$ cat config.mk
export PLATFORM = sky130hd
export DESIGN_NAME = fst_prefetch
export DESIGN_NICKNAME = d
export VERILOG_FILES = /design/src/rtl/fst_prefetch.sv
export SDC_FILE = /design/constraint.sdc
export NUM_CORES = 1
export LEC_CHECK = 0
export CAP_MARGIN = 20
export CORE_MARGIN = 2
export CORE_UTILIZATION = 59
export CTS_CLUSTER_SIZE = 20
export DETAILED_ROUTE_END_ITERATION = 12
export GPL_ROUTABILITY_DRIVEN = 1
export HOLD_SLACK_MARGIN = 0.05
export PLACE_DENSITY = 0.82
export SYNTH_ARGS = -nofsm -noshare
export SYNTH_HDL_FRONTEND = slang
export SYNTH_SLANG_ARGS = --single-unit
$ cat constraint.sdc
create_clock -name clk -period 7.3 [get_ports clk]
set_input_delay 1.46 -clock clk [delete_from_list [all_inputs] [get_ports clk]]
set_output_delay 1.46 -clock clk [all_outputs]
set_load 0.05 [all_outputs]
$ cat src/rtl/fst_prefetch.sv
// fst_prefetch: decoupled instruction prefetch engine with a DEPTH-entry FIFO feeding decode
// Ports:
//   clk, reset            clock and synchronous active-high reset
//   imem_req/imem_adr     read request and address to the 1-cycle-latency instruction memory
//   imem_dat              read data, valid one cycle after imem_req
//   out_valid/out_ready   head handshake toward decode
//   out_inst/out_pcinc    head instruction and its address plus one
//   redirect/redirect_adr flush and restart fetch at a new address
//   halt                  suppress new requests while high
//   count                 FIFO occupancy
module fst_prefetch #(
  parameter int DATA_W = 16,
  parameter int ADR_W = 16,
  parameter int DEPTH = 4,
  parameter logic [ADR_W-1:0] RESET_PC = '0
) (
  input  logic                       clk,
  input  logic                       reset,
  output logic                       imem_req,
  output logic [ADR_W-1:0]           imem_adr,
  input  logic [DATA_W-1:0]          imem_dat,
  output logic                       out_valid,
  input  logic                       out_ready,
  output logic [DATA_W-1:0]          out_inst,
  output logic [ADR_W-1:0]           out_pcinc,
  input  logic                       redirect,
  input  logic [ADR_W-1:0]           redirect_adr,
  input  logic                       halt,
  output logic [$clog2(DEPTH+1)-1:0] count
);
  localparam int CW = $clog2(DEPTH+1);
  localparam int PW = $clog2(DEPTH);
  logic [ADR_W-1:0] fetch_pc_q, fetch_pc_d, tag_q, tag_d;
  logic inflight_q, inflight_d;
  logic [PW-1:0] rd_ptr_q, rd_ptr_d, wr_ptr_q, wr_ptr_d;
  logic [CW-1:0] count_q, count_d;
  logic [DATA_W-1:0] inst_q [DEPTH];
  logic [ADR_W-1:0] pcinc_q [DEPTH];
  logic push, pop;
  always_comb begin
    // the in-flight word already owns a slot, so a push can never land on a full FIFO
    imem_req = !reset && !halt && !redirect &&
               ((CW+1)'(count_q) + (CW+1)'(inflight_q) < (CW+1)'(DEPTH));
    imem_adr = fetch_pc_q;
    // a response arriving in a redirect or reset cycle belongs to the abandoned stream
    push = inflight_q && !redirect && !reset;
    out_valid = count_q != '0;
    pop = out_valid && out_ready;
    out_inst = inst_q[rd_ptr_q];
    out_pcinc = pcinc_q[rd_ptr_q];
    count = count_q;
    fetch_pc_d = redirect ? redirect_adr : imem_req ? fetch_pc_q + ADR_W'(1) : fetch_pc_q;
    inflight_d = imem_req;
    tag_d = imem_req ? fetch_pc_q : tag_q;
    wr_ptr_d = redirect ? '0 : wr_ptr_q + PW'(push);
    rd_ptr_d = redirect ? '0 : rd_ptr_q + PW'(pop);
    count_d = redirect ? '0 : count_q + CW'(push) - CW'(pop);
  end
  always_ff @(posedge clk) begin
    if (reset) begin
      fetch_pc_q <= RESET_PC;
      tag_q <= '0;
      inflight_q <= 1'b0;
      rd_ptr_q <= '0;
      wr_ptr_q <= '0;
      count_q <= '0;
    end else begin
      fetch_pc_q <= fetch_pc_d;
      tag_q <= tag_d;
      inflight_q <= inflight_d;
      rd_ptr_q <= rd_ptr_d;
      wr_ptr_q <= wr_ptr_d;
      count_q <= count_d;
    end
  end
  always_ff @(posedge clk) begin
    if (push) begin
      inst_q[wr_ptr_q] <= imem_dat;
      pcinc_q[wr_ptr_q] <= tag_q + ADR_W'(1);
    end
  end
endmodule

== Word-level counts from Yosys, hierarchy flattened ==
Memory sizes are Yosys's and may differ from the RTL's. A register that Yosys moved wholly into a read port is not among the register bits.
Index checks and enable logic that the tools add are counted.

* Register bits: 40
* RAM bits: 128
* Bits of input ports: 37
* Output and inout bits: 53
* Memories kept: 2

{| class="wikitable"
|+ Memory list
! memory !! depth !! bits a word !! rd ports !! clocked after Yosys merged registers in !! wr ports !! line !! source
|-
| inst_q || 4 || 16 || 1 || 1 || 1 || 37 || <nowiki>logic [DATA_W-1:0] inst_q [DEPTH];</nowiki>
|-
| pcinc_q || 4 || 16 || 1 || 1 || 1 || 38 || <nowiki>logic [ADR_W-1:0] pcinc_q [DEPTH];</nowiki>
|}

* Add/subtract/negate cells: 7
* Magnitude comparators: 1
* Muxes and demuxes: 6
* Reductions and logical operators: 12

{| class="wikitable"
|+ Operators by type and width
! cell !! count
|-
| $add 16x1->16 const B || 2
|-
| $mux 16 || 2
|-
| $logic_and 1x1->1 || 6
|-
| $add 2x1->2 || 2
|-
| $add 3x1->4 || 1
|-
| $lt 4x3->1 const B || 1
|-
| $mux 2 || 2
|-
| $add 3x1->3 || 1
|-
| $logic_not 1->1 || 3
|-
| $reduce_bool 3->1 || 1
|-
| $sub 3x1->3 || 1
|-
| $mux 1 || 2
|-
| $reduce_bool 2->1 || 1
|-
| $reduce_or 2->1 || 1
|}

== Depth between registers and ports, before layout ==
Gate-level depths: netlist of run 1.

* Word-level depth: 6
* Gate-level depth with buffers: 10
* Gate-level depth less buffers: 8

== Least setup slack after synthesis of run 1 ==
OpenSTA, ideal clock, no wires.

* Path type: input port to flip-flop
* Start point: in reset
* End point: mem inst_q[0][0] (enable)
* Library setup time: 0.468 ns
* Data arrival time: 4.759 ns
* Setup slack: 2.073 ns
* Stages: 5
* Path through: clkbuf_1 -> nor2_1 -> and2_1 -> clkbuf_1 -> nor3b_1

* Longest elaborated chain between the ends: 4

{| class="wikitable"
|+ RTL lines
! item !! line !! source
|-
| start, declared || 18 || <nowiki>input logic reset,</nowiki>
|-
| $logic_not 1->1 || 46 || <nowiki>push = inflight_q && !redirect && !reset;</nowiki>
|-
| $logic_and 1x1->1 || 46 ||
|-
| $mux 1 || 77 || <nowiki>if (push) begin</nowiki>
|-
| $mux 1 (not written as such) || 78 || <nowiki>inst_q[wr_ptr_q] <= imem_dat;</nowiki>
|-
| end, declared || 37 ||
|}

No other way between the ends.

== Final worst setup path of run 1 ==
* Start point: in redirect
* End point: out imem_req

* Longest elaborated chain between the ends: 3

{| class="wikitable"
|+ RTL lines
! item !! line !! source
|-
| start, declared || 26 || <nowiki>input logic redirect,</nowiki>
|-
| $logic_not 1->1 || 42 || <nowiki>imem_req = !reset && !halt && !redirect &&</nowiki>
|-
| $logic_and 1x1->1 (2 in series) || 42 ||
|-
| end, declared || 19 || <nowiki>output logic imem_req,</nowiki>
|}

No other way between the ends.

==> impl_metrics.tcl, run 1 <==
set metrics [dict create \
    status "finished, final reports clean" \
    drt_iter0_drc 439 \
    rsz0062_at_grt "no" \
    drv_slew 0 \
    grt_usage_pct 24.1 \
    setup_ws_ns 2.05 \
    crit_arrival_ns 3.79 \
    cp_data_required_time_ns 5.84 \
    dr.pass1.iters 5 \
    numClockSinks 168 \
    synth_nets 493 \
    crit_type "in2out" \
    ios 90 \
    n_antenna_cell 0 \
    async_flop_share_pct 0 \
    synth_area_um2 6920 \
    dieWidth_um 112 \
    grt_antenna_before_repair 0 \
    synth_edf_count 128 \
    cp-end-kind "output pin" \
    vias 4281 \
    overflow 0 \
    clk_latency_ns 0.41 \
    cts.path.max_buffers 2 \
    synth_top_area_share_pct 55.6 \
    grt_pass1_wl_um 23400 \
    htree_num_levels 4 \
    layout.nets 574 \
    die_y_um 112 \
    coreArea_um2 11400 \
    viasPerCell 6.23 \
    path_max_fanout 23 \
    seq_area_frac_synth_pct 67.1 \
    pre_cts_ws_ns 2.09 \
    nFillCells 695 \
    globalplace.congestion 0.785 \
    cellPowerDensity_nw_per_um2 240 \
    hold_viol 0 \
    final_cells 687 \
    crit_path_start_kind "input pin" \
    timing.fmax_mhz 191 \
    syn_area_per_cell_um2 15.4 \
    holdBufCountCts 0 \
    yosys.area.top_type "edfxtp_1" \
    vdd_ir_drop_max_mv 0.197 \
    fp-row-count 39 \
    io_buffers 89 \
    wl_um 14600 \
    synth.distinct_cells 42 \
    grt_pass1_vias 4343 \
    maxCapViolCount 0 \
    postSynthCellCount 450 \
    worst_pin_slew_ns 1.04 \
    dieArea_um2 12600 \
    yosysMostFrequentCell "edfxtp_1" \
    cts_buffers 17 \
    min_path_type "reg2reg" \
    final_antenna_net_count 0 \
    wl_per_cell_um 21.2 \
    tritoncts "yes" \
    ys_seq_elements 168 \
    period_needed_ns 5.25 \
    dp.cells 655 \
    ctsResizeCount 0 \
    final.period_utilization_pct 71.9 \
    layout-drive-gt1-share_pct 14.3 \
    setup_viol 0 \
    post_cts_buffers 0 \
    synth_common_cells "edfxtp_1 (128), dfxtp_1 (40), mux4_2 (32)" \
    worst_clock_skew_ns 0.00796 \
    relSlewSlack_pct 30.7 \
    rrSetupSlack_ns 4.89 \
    setup_tns_ns 0 \
    syn2layout_area_growth_pct 23.1 \
    drc 0 \
    cts.clk_slew.worst_paths_ns 0.06 \
    synth_flop_cell "edfxtp_1" \
    hpwl_um 8610 \
    grt_max_degree 48 \
    start_util_pct 60.6 \
    ys_warn_count 0 \
    synthTopCellsByArea "edfxtp_1 (56%), dfxtp_1 (12%), mux4_2 (10%), o31ai_1 (2.6%), nand4_1 (2.4%)" \
    cts_root_buf "clkbuf_16" \
    p_leak_nw 2.80 \
]
path summary, 6_finish.rpt:
| kind | end | startpoint | depth (start not counted) |
|---|---|---|---|
| max | imem_req | redirect | 4 |
| min | tag_q[5] | tag_q[5] | 2 |
| max reg2reg | imem_adr[11] | count[1] | 5 |
| min reg2reg | tag_q[5] | tag_q[5] | 2 |
sequential cells by signal (all words and copies together), names as in the netlist:
name / flops
inst_q: 64
pcinc_q: 64
imem_adr: 16
tag_q: 16
count: 3
rd_ptr_q: 2
wr_ptr_q: 2
inflight_q: 1
per-layer routing:
metal  vias up  wire length [µm]  GRT usage (%)
li1       1975                 -              -
met1      2134              6230           32.2
met2       156              7440           40.6
met3        16               741           5.18
met4         0               155           6.50
met5         -                 0              0
logic make-up (layout without fill, tap and decap cells):
| family | after synthesis | after routing | synth area share [%] |
|---|---|---|---|
| AOI/OAI and AO/OA | 66 | 66 | 7.03 |
| and+or+nand+nor | 120 | 120 | 9.64 |
| muxes | 32 | 32 | 10.4 |
| buffers and inverters | 39 | 133 | 2.19 |
| adders and majority gates | 6 | 6 | 1.19 |
| DFF | 168 | 168 | 67.1 |
| xor gates and xnor gates | 19 | 19 | 2.41 |
report_power, final:
group	internal, W	leakage, nW	total [W]	switching, W
clock	0.000534	0.287	0.000884	0.000350
sequential	0.00103	1.59	0.00105	0.0000157
combinational	0.0000461	0.929	0.000113	0.0000670
placed cells by master (no fill, tap or decap), drive strengths merged, types with 6 or more instances in the layout:
master,n
clkbuf,18
nand3,9
o31ai,24
nand2,13
mux4,32
dfxtp,40
xor2,6
or4,8
xnor2,13
edfxtp,128
a21oi,16
clkdlybuf4s50,89
nand4,28
a311oi,12
buf,7
nor2,28
and2,8
clkinv,11
metrics by stage:
step                      area (µm²)  hold WS [ns]  total power [W]  utilization (%)
final                           8520         0.502          0.00205             74.6
after global routing            8520         0.516          0.00210             74.6
after CTS                       8520         0.503          0.00206             74.6
after detailed placement        7930         0.483          0.00118             69.4
after global placement          7930         0.475          0.00118             69.4
after floorplan                 6920         0.460          0.00113                -
worst max-delay path: stages:
cell	delay (ns)
clkdlybuf4s50_1	0.62
or2_2	0.59
nor3_1	0.27
clkdlybuf4s50_1	0.85
area by class of cell:
class	instances	area, µm²	area share [%]
Clock inverter	14	158	1.85
Multi-Input combinational cell	243	2140	25.2
Sequential cell	168	4650	54.5
Clock buffer	18	429	5.04
Inverter	5	18.8	0.220
Tap cell	143	179	2.10
Timing Repair Buffer	96	943	11.1
Note: power is estimated with default switching activity, not from simulation.
==> run 2: changes to the inputs <==
--- a/config.mk
+++ b/config.mk
@@ -7,12 +7,12 @@
 export LEC_CHECK = 0
 export CAP_MARGIN = 20
 export CORE_MARGIN = 2
-export CORE_UTILIZATION = 59
+export CORE_UTILIZATION = 50
 export CTS_CLUSTER_SIZE = 20
 export DETAILED_ROUTE_END_ITERATION = 12
 export GPL_ROUTABILITY_DRIVEN = 1
 export HOLD_SLACK_MARGIN = 0.05
-export PLACE_DENSITY = 0.82
+export PLACE_DENSITY = 0.74
 export SYNTH_ARGS = -nofsm -noshare
 export SYNTH_HDL_FRONTEND = slang
 export SYNTH_SLANG_ARGS = --single-unit
==> constraint.sdc (replaced) <==
create_clock -name clk -period 4.21 [get_ports clk]
set_input_delay 0.842 -clock clk [delete_from_list [all_inputs] [get_ports clk]]
set_output_delay 0.842 -clock clk [all_outputs]
set_load 0.05 [all_outputs]
==> run 2 against run 1 <==
  * Final area increased by 0.90%
  * Die area is 17% higher
  * Register-to-register slack worse by 3.0 ns
  * Cell count up 5.2%
  * Count of clock-buffer cells in the layout decreased by 1
  * Hold slack got worse by 0.0073 ns
  * Largest cell class unchanged
  * Clock skew up 0.0053 ns
==> impl_metrics.tcl, run 2 (same netlist as run 1, synthesis figures left out) <==
set metrics [dict create \
    dr.pass1.iters 5 \
    numClockSinks 168 \
    worstHoldPathCells 2 \
    crit_arrival_ns 2.69 \
    syn2layout_area_growth_pct 24.2 \
    largestRegisters "inst_q: 64 flops, pcinc_q: 64 flops" \
    drt_iter0_drc 336 \
    holdBufCountCts 0 \
    grt_usage_pct 19.3 \
    ctsResizeCount 0 \
    wl_per_cell_um 18.6 \
    setup_viol 0 \
    dp.cells 691 \
    grt_antenna_before_repair 0 \
    htree_num_levels 4 \
    cellPowerDensity_nw_per_um2 406 \
    grt_pass1_vias 4243 \
    worst_clock_skew_ns 0.0132 \
    clk_latency_ns 0.42 \
    maxCapViolCount 0 \
    post_cts_buffers 0 \
    status "finished, final reports clean" \
    die_y_um 122 \
    cts_root_buf "clkbuf_16" \
    hold_viol 0 \
    overflow 0 \
    p_leak_nw 2.81 \
    start_util_pct 51.6 \
    most-common-layout-cells "edfxtp_1 (128), clkdlybuf4s50_1 (88), dfxtp_1 (39)" \
    path_max_fanout 23 \
    cp_data_required_time_ns 3.37 \
    grt_pass1_wl_um 21800 \
    setup_tns_ns 0 \
    crit_path_start_kind "input pin" \
    io_buffers 89 \
    timing.fmax_mhz 283 \
    crit_type "in2out" \
    cts.path.max_buffers 2 \
    layout.nets 577 \
    layout-drive-gt1-share_pct 15.4 \
    vdd_ir_drop_max_mv 0.259 \
    vias 4218 \
    period_needed_ns 3.54 \
    ios 90 \
    final.period_utilization_pct 84.0 \
    reg2reg_depth 5 \
    worst_pin_slew_ns 0.885 \
    fp-row-count 42 \
    wl_um 13500 \
    nFillCells 968 \
    dieWidth_um 122 \
    hpwl_um 8130 \
    tritoncts "yes" \
    final_antenna_net_count 0 \
    cts_buffers 17 \
    placed_area_um2 8010 \
    rrSetupSlack_ns 1.89 \
    n_antenna_cell 0 \
    drv_slew 0 \
    drc 0 \
    grt_max_degree 48 \
    globalplace.congestion 0.864 \
    final_cells 723 \
    fin_area_um2 8590 \
    cp-end-kind "output pin" \
    viasPerCell 5.83 \
    relSlewSlack_pct 41.0 \
    coreArea_um2 13400 \
    cts.clk_slew.worst_paths_ns 0.07 \
    min_path_type "reg2reg" \
    dieArea_um2 14800 \
    rsz0062_at_grt "no" \
    final_common_cell "edfxtp_1" \
]
[run 2: path summary, 6_finish.rpt]
check	startpoint	to
worst max-delay path	redirect	imem_req
worst max register to register	count[1]	imem_adr[3]
worst min register to register	tag_q[15]	tag_q[15]
worst min-delay path	tag_q[15]	tag_q[15]
[run 2: power breakdown]
group          leakage, nW  switching (W)  internal [W]
clock                0.278       0.000681      0.000794
combinational        0.947       0.000115     0.0000812
sequential            1.59      0.0000275       0.00179
total                 2.81       0.000824       0.00267
[run 2: per-stage QoR]
| step | hold slack (ns) | total power, W | utilization [%] | worst slack [ns] |
|---|---|---|---|---|
| finish | 0.494 | 0.00349 | 64.1 | 0.674 |
| global route | 0.521 | 0.00359 | 64.1 | 0.562 |
| CTS | 0.497 | 0.00352 | 64.1 | 0.638 |
| detailed placement | 0.487 | 0.00205 | 59.8 | 0.692 |
| global placement | 0.475 | 0.00205 | 59.8 | 0.755 |
| floorplan | 0.460 | 0.00196 | - | 0.647 |
[run 2: critical path, cell delays in order]
cell and delay [ns]:
clkdlybuf4s50_1 0.63, or2_2 0.60, nor3_1 0.43, buf_12 0.19
[run 2: layout make-up]
cell class / instances / area (µm²) / share of cell area [%]
clock inverters: 15 / 158 / 1.83
inverters: 5 / 18.8 / 0.218
flip-flops and latches: 168 / 4650 / 54.1
repair buffers: 99 / 976 / 11.4
well taps: 176 / 220 / 2.56
multi-input cells: 243 / 2150 / 25.0
clock buffers: 17 / 425 / 4.95
[run 2: layer usage]
layer | global-route usage [%] | part of all wire, % | vias to the layer above
met5 | 0 | 0 | -
met1 | 25.7 | 43 | 2091
met4 | 4.89 | 0.29 | 0
met2 | 32.7 | 51 | 140
li1 | - | - | 1985
met3 | 4.21 | 5.4 | 2
